### src/rtl/key_debouncer_pkg.sv
// Shared types and helpers for the multi-channel key debouncer.
package key_debouncer_pkg;

  typedef enum logic [1:0] {
    IDLE = 2'd0,
    HOLD = 2'd1,
    RPT  = 2'd2
  } rpt_state_t;

  // Width of the hold/repeat counter: wide enough for the larger of the two
  // intervals, with one spare bit of headroom.
  function automatic int hcnt_width(input int hold_delay, input int repeat_period);
    int m;
    m = (hold_delay > repeat_period) ? hold_delay : repeat_period;
    return $clog2(m) + 1;
  endfunction

endpackage

### src/rtl/key_debounce_channel.sv
// One debouncer channel: synchroniser, saturating integrator, edge pulses
// and the auto-repeat state machine.
module key_debounce_channel
  import key_debouncer_pkg::*;
#(
  parameter int WIDTH         = 20,
  parameter bit INVERT_BIT    = 1'b0,
  parameter bit REPEAT_EN     = 1'b0,
  parameter int HOLD_DELAY    = 25_000_000,
  parameter int REPEAT_PERIOD = 5_000_000
) (
  input  logic clk,
  input  logic rst_n,
  input  logic in,
  output logic level,
  output logic press_p,
  output logic release_p,
  output logic repeat_p
);

  localparam int               HW        = hcnt_width(HOLD_DELAY, REPEAT_PERIOD);
  localparam logic [HW-1:0]    HOLD_LAST = HW'(HOLD_DELAY - 1);
  localparam logic [HW-1:0]    RPT_LAST  = HW'(REPEAT_PERIOD - 1);
  localparam logic [WIDTH-1:0] CNT_MAX   = '1;

  logic             sync_p0;
  logic             sync_p1;
  logic [WIDTH-1:0] cnt;
  logic             at_top;
  logic             at_bottom;
  logic             set_edge;
  logic             clr_edge;
  rpt_state_t       state;
  rpt_state_t       state_nx;
  logic [HW-1:0]    hcnt;
  logic [HW-1:0]    hcnt_nx;
  logic             rpt_nx;

  // Saturating up/down step: the integrator never wraps in either direction.
  function automatic logic [WIDTH-1:0] sat_step(input logic [WIDTH-1:0] c, input logic up);
    if (up) return (c == CNT_MAX) ? c : c + 1'b1;
    else    return (c == '0)      ? c : c - 1'b1;
  endfunction

  // Stage p0/p1: two-flop synchroniser; polarity is folded in ahead of the
  // first flop so an active-low key also reads as released out of reset.
  always_ff @(posedge clk or negedge rst_n) begin
    if (!rst_n) begin
      sync_p0 <= 1'b0;
      sync_p1 <= 1'b0;
    end else begin
      sync_p0 <= in ^ INVERT_BIT;
      sync_p1 <= sync_p0;
    end
  end

  assign at_top    = (cnt == CNT_MAX);
  assign at_bottom = (cnt == '0);
  assign set_edge  = sync_p1 & at_top & ~level;
  assign clr_edge  = ~sync_p1 & at_bottom & level;

  // Integrator with hysteresis: level only moves at the saturation points,
  // and the press/release pulses are registered on those same edges.
  always_ff @(posedge clk or negedge rst_n) begin
    if (!rst_n) begin
      cnt       <= '0;
      level     <= 1'b0;
      press_p   <= 1'b0;
      release_p <= 1'b0;
    end else begin
      cnt       <= sat_step(cnt, sync_p1);
      press_p   <= set_edge;
      release_p <= clr_edge;
      if (sync_p1 && at_top)
        level <= 1'b1;
      else if (!sync_p1 && at_bottom)
        level <= 1'b0;
    end
  end

  // Repeat FSM state, hold counter and registered repeat pulse.
  always_ff @(posedge clk or negedge rst_n) begin
    if (!rst_n) begin
      state    <= IDLE;
      hcnt     <= '0;
      repeat_p <= 1'b0;
    end else begin
      state    <= state_nx;
      hcnt     <= hcnt_nx;
      repeat_p <= rpt_nx;
    end
  end

  // Next-state logic: a clearing edge always wins over a due repeat pulse,
  // so repeat_p can never coincide with release_p.
  always_comb begin
    state_nx = state;
    hcnt_nx  = hcnt;
    rpt_nx   = 1'b0;
    unique case (state)
      IDLE: begin
        if (REPEAT_EN && set_edge) begin
          state_nx = HOLD;
          hcnt_nx  = '0;
        end
      end
      HOLD: begin
        if (clr_edge) begin
          state_nx = IDLE;
          hcnt_nx  = '0;
        end else if (hcnt == HOLD_LAST) begin
          rpt_nx   = 1'b1;
          state_nx = RPT;
          hcnt_nx  = '0;
        end else begin
          hcnt_nx  = hcnt + 1'b1;
        end
      end
      RPT: begin
        if (clr_edge) begin
          state_nx = IDLE;
          hcnt_nx  = '0;
        end else if (hcnt == RPT_LAST) begin
          rpt_nx   = 1'b1;
          hcnt_nx  = '0;
        end else begin
          hcnt_nx  = hcnt + 1'b1;
        end
      end
      default: begin
        state_nx = IDLE;
        hcnt_nx  = '0;
      end
    endcase
  end

endmodule

### src/rtl/key_debouncer.sv
// Multi-channel key debouncer: one independent channel per input pin.
module key_debouncer
  import key_debouncer_pkg::*;
#(
  parameter int                  CHANNELS      = 4,
  parameter int                  WIDTH         = 20,
  parameter logic [CHANNELS-1:0] INVERT        = '0,
  parameter logic [CHANNELS-1:0] REPEAT_MASK   = '0,
  parameter int                  HOLD_DELAY    = 25_000_000,
  parameter int                  REPEAT_PERIOD = 5_000_000
) (
  input  logic                clk,
  input  logic                rst_n,
  input  logic [CHANNELS-1:0] in,
  output logic [CHANNELS-1:0] level,
  output logic [CHANNELS-1:0] press_p,
  output logic [CHANNELS-1:0] release_p,
  output logic [CHANNELS-1:0] repeat_p
);

  for (genvar g = 0; g < CHANNELS; g++) begin : g_ch
    key_debounce_channel #(
      .WIDTH        (WIDTH),
      .INVERT_BIT   (INVERT[g]),
      .REPEAT_EN    (REPEAT_MASK[g]),
      .HOLD_DELAY   (HOLD_DELAY),
      .REPEAT_PERIOD(REPEAT_PERIOD)
    ) u_ch (
      .clk      (clk),
      .rst_n    (rst_n),
      .in       (in[g]),
      .level    (level[g]),
      .press_p  (press_p[g]),
      .release_p(release_p[g]),
      .repeat_p (repeat_p[g])
    );
  end

endmodule

### config.mk
export PLATFORM = sky130hd
export DESIGN_NAME = key_debouncer
export DESIGN_NICKNAME = d
export VERILOG_FILES = /design/src/rtl/key_debouncer_pkg.sv /design/src/rtl/key_debounce_channel.sv /design/src/rtl/key_debouncer.sv
export SDC_FILE = /design/constraint.sdc
export NUM_CORES = 1
export LEC_CHECK = 0
export ABC_AREA = 1
export BUFFER_PORTS_ARGS = -buffer_cell sky130_fd_sc_hd__buf_2
export CAP_MARGIN = 20
export CORE_MARGIN = 4
export CORE_UTILIZATION = 50
export CTS_CLUSTER_SIZE = 30
export DETAILED_ROUTE_END_ITERATION = 10
export PLACE_DENSITY = 0.68
export SYNTH_ARGS = -nofsm -noshare
export SYNTH_HDL_FRONTEND = slang
export SYNTH_SLANG_ARGS = --single-unit
### constraint.sdc
create_clock -name clk -period 3.9 [get_ports clk]
set_clock_uncertainty 0.05 [all_clocks]
set_input_delay 0.39 -clock clk [delete_from_list [all_inputs] [get_ports clk]]
set_output_delay 0.39 -clock clk [all_outputs]
set_load 0.01 [all_outputs]
## Yosys cells after proc, flatten, opt, wreduce, memory -nomap -nowiden

Cells that the tools add are included.

| storage, ports and cells | value |
|---|---|
| register bits | 216 |
| input port bits | 6 |
| output and inout bits | 16 |
| word-level logic and storage cells | 220 |

| operators by class | value |
|---|---|
| add/sub/neg operators | 12 |
| equality and inequality tests | 36 |
| muxes and demuxes | 76 |
| bitwise gates (word level) | 28 |
| reductions and logical operators | 32 |

Operators by type and width:

| operator | count |
|---|---|
| $mux W26 | 16 |
| $pmux W26 S3 | 4 |
| $mux W20 | 12 |
| $add A26 B1 Y26 const B | 4 |
| $eq A26 B23 Y1 const B | 4 |
| $eq A26 B25 Y1 const B | 4 |
| $add A20 B1 Y20 const B | 4 |
| $eq A20 B20 Y1 const B | 4 |
| $logic_not A20 Y1 | 4 |
| $sub A20 B1 Y20 const B | 4 |
| $mux W1 | 24 |
| $mux W2 | 12 |
| $pmux W2 S3 | 4 |
| $and A1 B1 Y1 | 16 |
| $ne A2 B1 Y1 const B | 8 |
| $ne A3 B1 Y1 const B | 4 |
| $not A1 Y1 | 12 |
| $reduce_and A3 Y1 | 4 |
| $eq A2 B1 Y1 const B | 4 |
| $eq A2 B2 Y1 const B | 4 |
| $logic_and A1 B1 Y1 | 8 |
| $logic_not A2 Y1 | 4 |
| $ne A2 B2 Y1 const B | 4 |
| $pmux W1 S2 | 4 |
| 3 further kinds | 12 |

## Depth between registers and ports, before layout

| depth | value |
|---|---|
| depth in word-level cells | 5 |
| mapped depth | 13 |
| gate-level depth less buffers | 13 |

## Hierarchy

From an unflattened synthesis, not the netlist that was laid out.

| unflattened totals | value |
|---|---|
| cells, all modules | 1266 |
| area, all modules | 8509.4 um2 |

By module, submodules not included:

| module | times used | cells each | area each (um2) | seq. area each (um2) |
|---|---|---|---|---|
| key_debounce_channel (g_ch[1].u_ch ...) | 2 | 313 | 2082.0 | 625.6 |
| key_debounce_channel (g_ch[3].u_ch) | 1 | 323 | 2179.6 | 625.6 |
| key_debounce_channel (g_ch[0].u_ch) | 1 | 317 | 2165.8 | 625.6 |

## Worst setup path before layout

OpenSTA, ideal clock, no wires.

| timing path | value |
|---|---|
| path type | register to register |
| from | register g_ch[1].u_ch.sync_p1 |
| to | register g_ch[1].u_ch.cnt[17] |
| library setup time | 119 ps |
| arrival | 1795 ps |
| data required time | 3731 ps |
| slack | 1936 ps |
| stages on the path, launching flop included | 11 |
| buffers on the path | 0 |
| period minus slack after synthesis | 1964 ps |
| cells stage by stage | dfrtp_1 inv_1 ha_1 nand2_1 inv_1 a21oi_1 nand3_2 nand2_1 nand3_1 nand3_1 nand2_1 |

| on the way | value |
|---|---|
| word-level cells in the longest chain between the ends | 2 |
| elaborated cells between the ends (all ways) | 4 |
| classes of those cells | eq/ne: 2; mux: 1; reduce/logical: 1 |

Ends and longest elaborated chain:

| element | line | source |
|---|---|---|
| start: declaration | key_debounce_channel.sv:27 | `logic sync_p1;` |
| start signal: assignment | key_debounce_channel.sv:53 | `sync_p1 <= sync_p0;` |
| $ne A2 B2 Y1 (no source line) / $ne A2 B1 Y1 (equally long branches) | - |  |
| $reduce_and A2 Y1 (no source line) | - |  |
| end signal: assignment | key_debounce_channel.sv:71 | `cnt <= sat_step(cnt, sync_p1);` |
| end: declaration | key_debounce_channel.sv:28 | `logic [WIDTH-1:0] cnt;` |

Parallel ways exist; a longest one is shown, timed or not.
A chain may end at the register's enable or synchronous reset.

## Worst setup path in the final report

| timing path | value |
|---|---|
| from | register g_ch[3].u_ch.sync_p1 |
| to | register g_ch[3].u_ch.cnt[17] |

| on the way | value |
|---|---|
| word-level cells in the longest chain between the ends | 2 |
| elaborated cells between the ends (all ways) | 4 |
| classes of those cells | eq/ne: 2; mux: 1; reduce/logical: 1 |

Ends and longest elaborated chain:

| element | line |
|---|---|
| start: declaration | key_debounce_channel.sv:27 |
| start signal: assignment | key_debounce_channel.sv:53 |
| $ne A2 B2 Y1 (no source line) / $ne A2 B1 Y1 (equally long branches) | - |
| $reduce_and A2 Y1 (no source line) | - |
| end signal: assignment | key_debounce_channel.sv:71 |
| end: declaration | key_debounce_channel.sv:28 |

Parallel ways exist; a longest one is shown, timed or not.

==> results by group <==
Pwr
  • LEAKAGE: 4.90 nW
  • Final Power: 0.00748 W
  • Peak supply drop: 0.523 mV
  • Power per cell area: 826 nW/um^2

Critical path
  • Worst r2r src: g_ch[3].u_ch.sync_p1$_DFF_PN0_
  • Crit start category: flip-flop
  • Crit path DAT: 2.61 ns
  • Worst endpoint required time: 4.10 ns
  • Slowest stage delay, CP: 0.51 ns
  • CP Cell Sequence: inv_1, ha_1, nand2_1, inv_1, a21oi_1, nand3_2, nand2_1, nand3_1, nand3_1, nand2_1
  • Buffer and inverter count on the worst path: 2
  • CP Max Fanout: 19
  • CP Launch Point: g_ch[3].u_ch.sync_p1$_DFF_PN0_
  • Most frequent cell on the critical path: nand2_1
  • Worst setup EP type: flip-flop
  • Worst path slowest cell: inv_1
  • Crit path kind: reg2reg
  • Top Family by Delay on Critical Path: simple AND/OR/NAND/NOR gates

Yosys
  • Number of enable flip-flop cells after synthesis: 0
  • Yosys reg bits: 100
  • Synthesis warning total: 0
  • Area of the mapped netlist: 8470 um^2
  • Synth Area per Inst: 6.69 um^2
  • Synthesized instance count: 1,267
  • Count of cell types in the netlist: 30
  • Post-synth ARST share: 100%
  • Post-synthesis sequential area ratio: 29.5%
  • Most used DFF post-synth: dfrtp_1

STA
  • TNS Setup: 0 ns
  • Rel. slew slack: 52.5%
  • Count of final hold-check violations: 1
  • RSZ-0062 raised after global routing: false
  • Min Hold Slack: -0.000862 ns
  • Final Max Tran Viols: 0
  • Fmax achieved: 414 MHz
  • Period utilization: 61.9%
  • Final number of setup-violating endpoints: 0
  • Final Critical Period: 2.41 ns
  • Worst-Margin Slew: 0.712 ns

Global routing
  • Grt peak-use layer: met2
  • Global route overflow: 0
  • Routing usage on met3: 4.04%
  • Vias in the first global route: 7,322
  • Antenna violations before repair: 0
  • Met1 usage: 28.4%
  • Largest net degree at the start of global routing: 52
  • M2 GR Usage: 33.2%
  • Global-route wire length before repair: 33,300 um
  • Gr usage total: 20.7%

Place
  • GPL Wtd Cong: 0.896
  • DP Wirelength: 14,900 um
  • IO Port Bufs: 17

Die
  • Row cnt: 47
  • Die Area: 19,100 um^2
  • Core ar.: 16,600 um^2
  • Chip Height: 138 um
  • Die Wd: 138 um
  • Initial Utilization: 51.1%
  • I/O Pins: 22

CTS
  • Clock Path Buffers: 2
  • Cts bufs inserted: 9
  • TritonCTS clock tree: done
  • Clk sinks: 100
  • CTS resizes: 0
  • CTS H-Tree Depth: 3
  • # hold bufs at CTS: 0
  • Clock-pin slew on the worst setup and hold paths: 0.07 ns
  • Clock Latency Late Sink: 0.36 ns
  • Setup bufs post-CTS: 0
  • CTS root buffer: clkbuf_16

Run status
  • Status: finished, violations left
  • Failing checks: negative hold slack

Cells and area
  • Area growth, synth to finish: 6.88%
  • N_diodes: 0
  • Filler instances: 1,660
  • Final #Nets: 1,358
  • Share of layout cells above drive strength 1: 5.93%

Detailed routing
  • DRT Pass-1 Iters: 5
  • Iteration-0 DRC Markers: 409
  • Final WL: 19,200 um
  • WL/cell: 12.8 um
  • DRC violations left: 0
  • Vias: 7,701
  • Via density: 5.13
  • Final ANT Viol Nets: 0

Min path
  • Min-Delay Path Class: in2async

Run
  • Max Cap Viol: 0
[area by class of cell]
type | count | area [um^2] | area share, %
Clock inverter | 6 | 111 | 1.23
Clock buffer | 10 | 239 | 2.64
Inverter | 164 | 616 | 6.80
Tap cell | 220 | 275 | 3.04
Timing Repair Buffer | 18 | 108 | 1.19
Multi-Input combinational cell | 983 | 5210 | 57.5
Sequential cell | 100 | 2500 | 27.6
[stage by stage]
step                      util, %  std cells  setup slack [ns]  cell area [um^2]
final                        54.6       1501              1.49              9060
after global placement       52.5       1485              1.50              8710
after CTS                    54.6       1501              1.49              9060
after detailed placement     52.5       1485              1.49              8710
after floorplan                 -       1270              1.94              8490
after global routing         54.6       1501              1.27              9060
[cell usage after synthesis (5+ instances only)]
cell type    n  area, um^2
nand3_2     12         120
inv_2        7        26.3
nor3_2       5        50.1
o21ai_1     14        70.1
nand4_1     15        93.8
dfrtp_1    100        2500
a21oi_1     63         315
nand2_2     14        87.6
nand3b_1    20         150
inv_1      157         589
nor3_1      21         105
nand2_1    408        1530
nand3_1    102         510
o21bai_1     8        60.1
and2_1      10        62.6
nor2_1     139         522
xnor2_1     33         289
o21ai_0     30         150
ha_1        72         901
buf_4       19         143
[final timing paths]
path	cells after the start	slack, ns	end
min	1	-0.0009	g_ch[1].u_ch.cnt[14]$_DFFE_PN0P_
max in group asynchronous	2	3.10	g_ch[3].u_ch.cnt[14]$_DFFE_PN0P_
min in group clk	1	0.08	g_ch[0].u_ch.sync_p0$_DFF_PN0_
max reg2reg	10	1.49	g_ch[3].u_ch.cnt[17]$_DFFE_PN0P_
max	10	1.49	g_ch[3].u_ch.cnt[17]$_DFFE_PN0P_
min reg2reg	0	0.30	g_ch[0].u_ch.sync_p1$_DFF_PN0_
[power by group]
group,total (W),internal [W],leakage [nW],switching (W)
Sequential,0.00187,0.00149,1.18,0.000378
Clock,0.00107,0.000645,0.169,0.000425
Combinational,0.00453,0.00180,3.55,0.00273
Total,0.00748,0.00394,4.90,0.00354
[registers in the layout, indices dropped and copies added, names as in the netlist]
register             count
g_ch.u_ch.sync_p0        4
g_ch.u_ch.release_p      4
g_ch.u_ch.level          4
g_ch.u_ch.cnt           80
g_ch.u_ch.sync_p1        4
g_ch.u_ch.press_p        4
[layer usage]
metal	part of all wire, %	up-vias
met5	0	-
met4	2.0	0
met3	2.9	29
met2	45	112
met1	50	3488
li1	-	4072
[placed cells by master, fill, tap and decap left out, types with 3 or more instances in the layout]
cell type / netlist / layout
nor3_2: 5 / 5
o21bai_1: 8 / 8
a21oi_1: 63 / 63
inv_1: 157 / 157
nand3_2: 12 / 12
conb_1: 1 / 4
fa_1: 4 / 4
bufinv_16: 0 / 3
dfrtp_1: 100 / 100
ha_1: 72 / 72
clkbuf_16: 0 / 9
nor3_1: 21 / 21
nand3_1: 102 / 102
nand2_1: 408 / 408
nand3b_1: 20 / 20
o21ai_0: 30 / 30
nor2_1: 139 / 139
inv_2: 7 / 7
xor2_1: 4 / 4
nand2_2: 14 / 14
nand4_1: 15 / 15
and2_1: 10 / 10
buf_2: 3 / 16
xnor2_1: 33 / 33
o21ai_1: 14 / 14
[kinds of logic (layout without fill, tap and decap cells)]
group	Yosys count	after routing	share of synthesized area (%)
buffers and inverters	187	198	9.17
adder cells (fa/ha/maj)	76	76	11.6
AO/OA/AOI/OAI	115	115	7.03
AND/OR/NAND/NOR	751	751	38.8
flip-flops	100	100	29.5
other	1	4	0.0443
XOR/XNOR	37	37	3.82
Power figures use the tool's default switching activity.
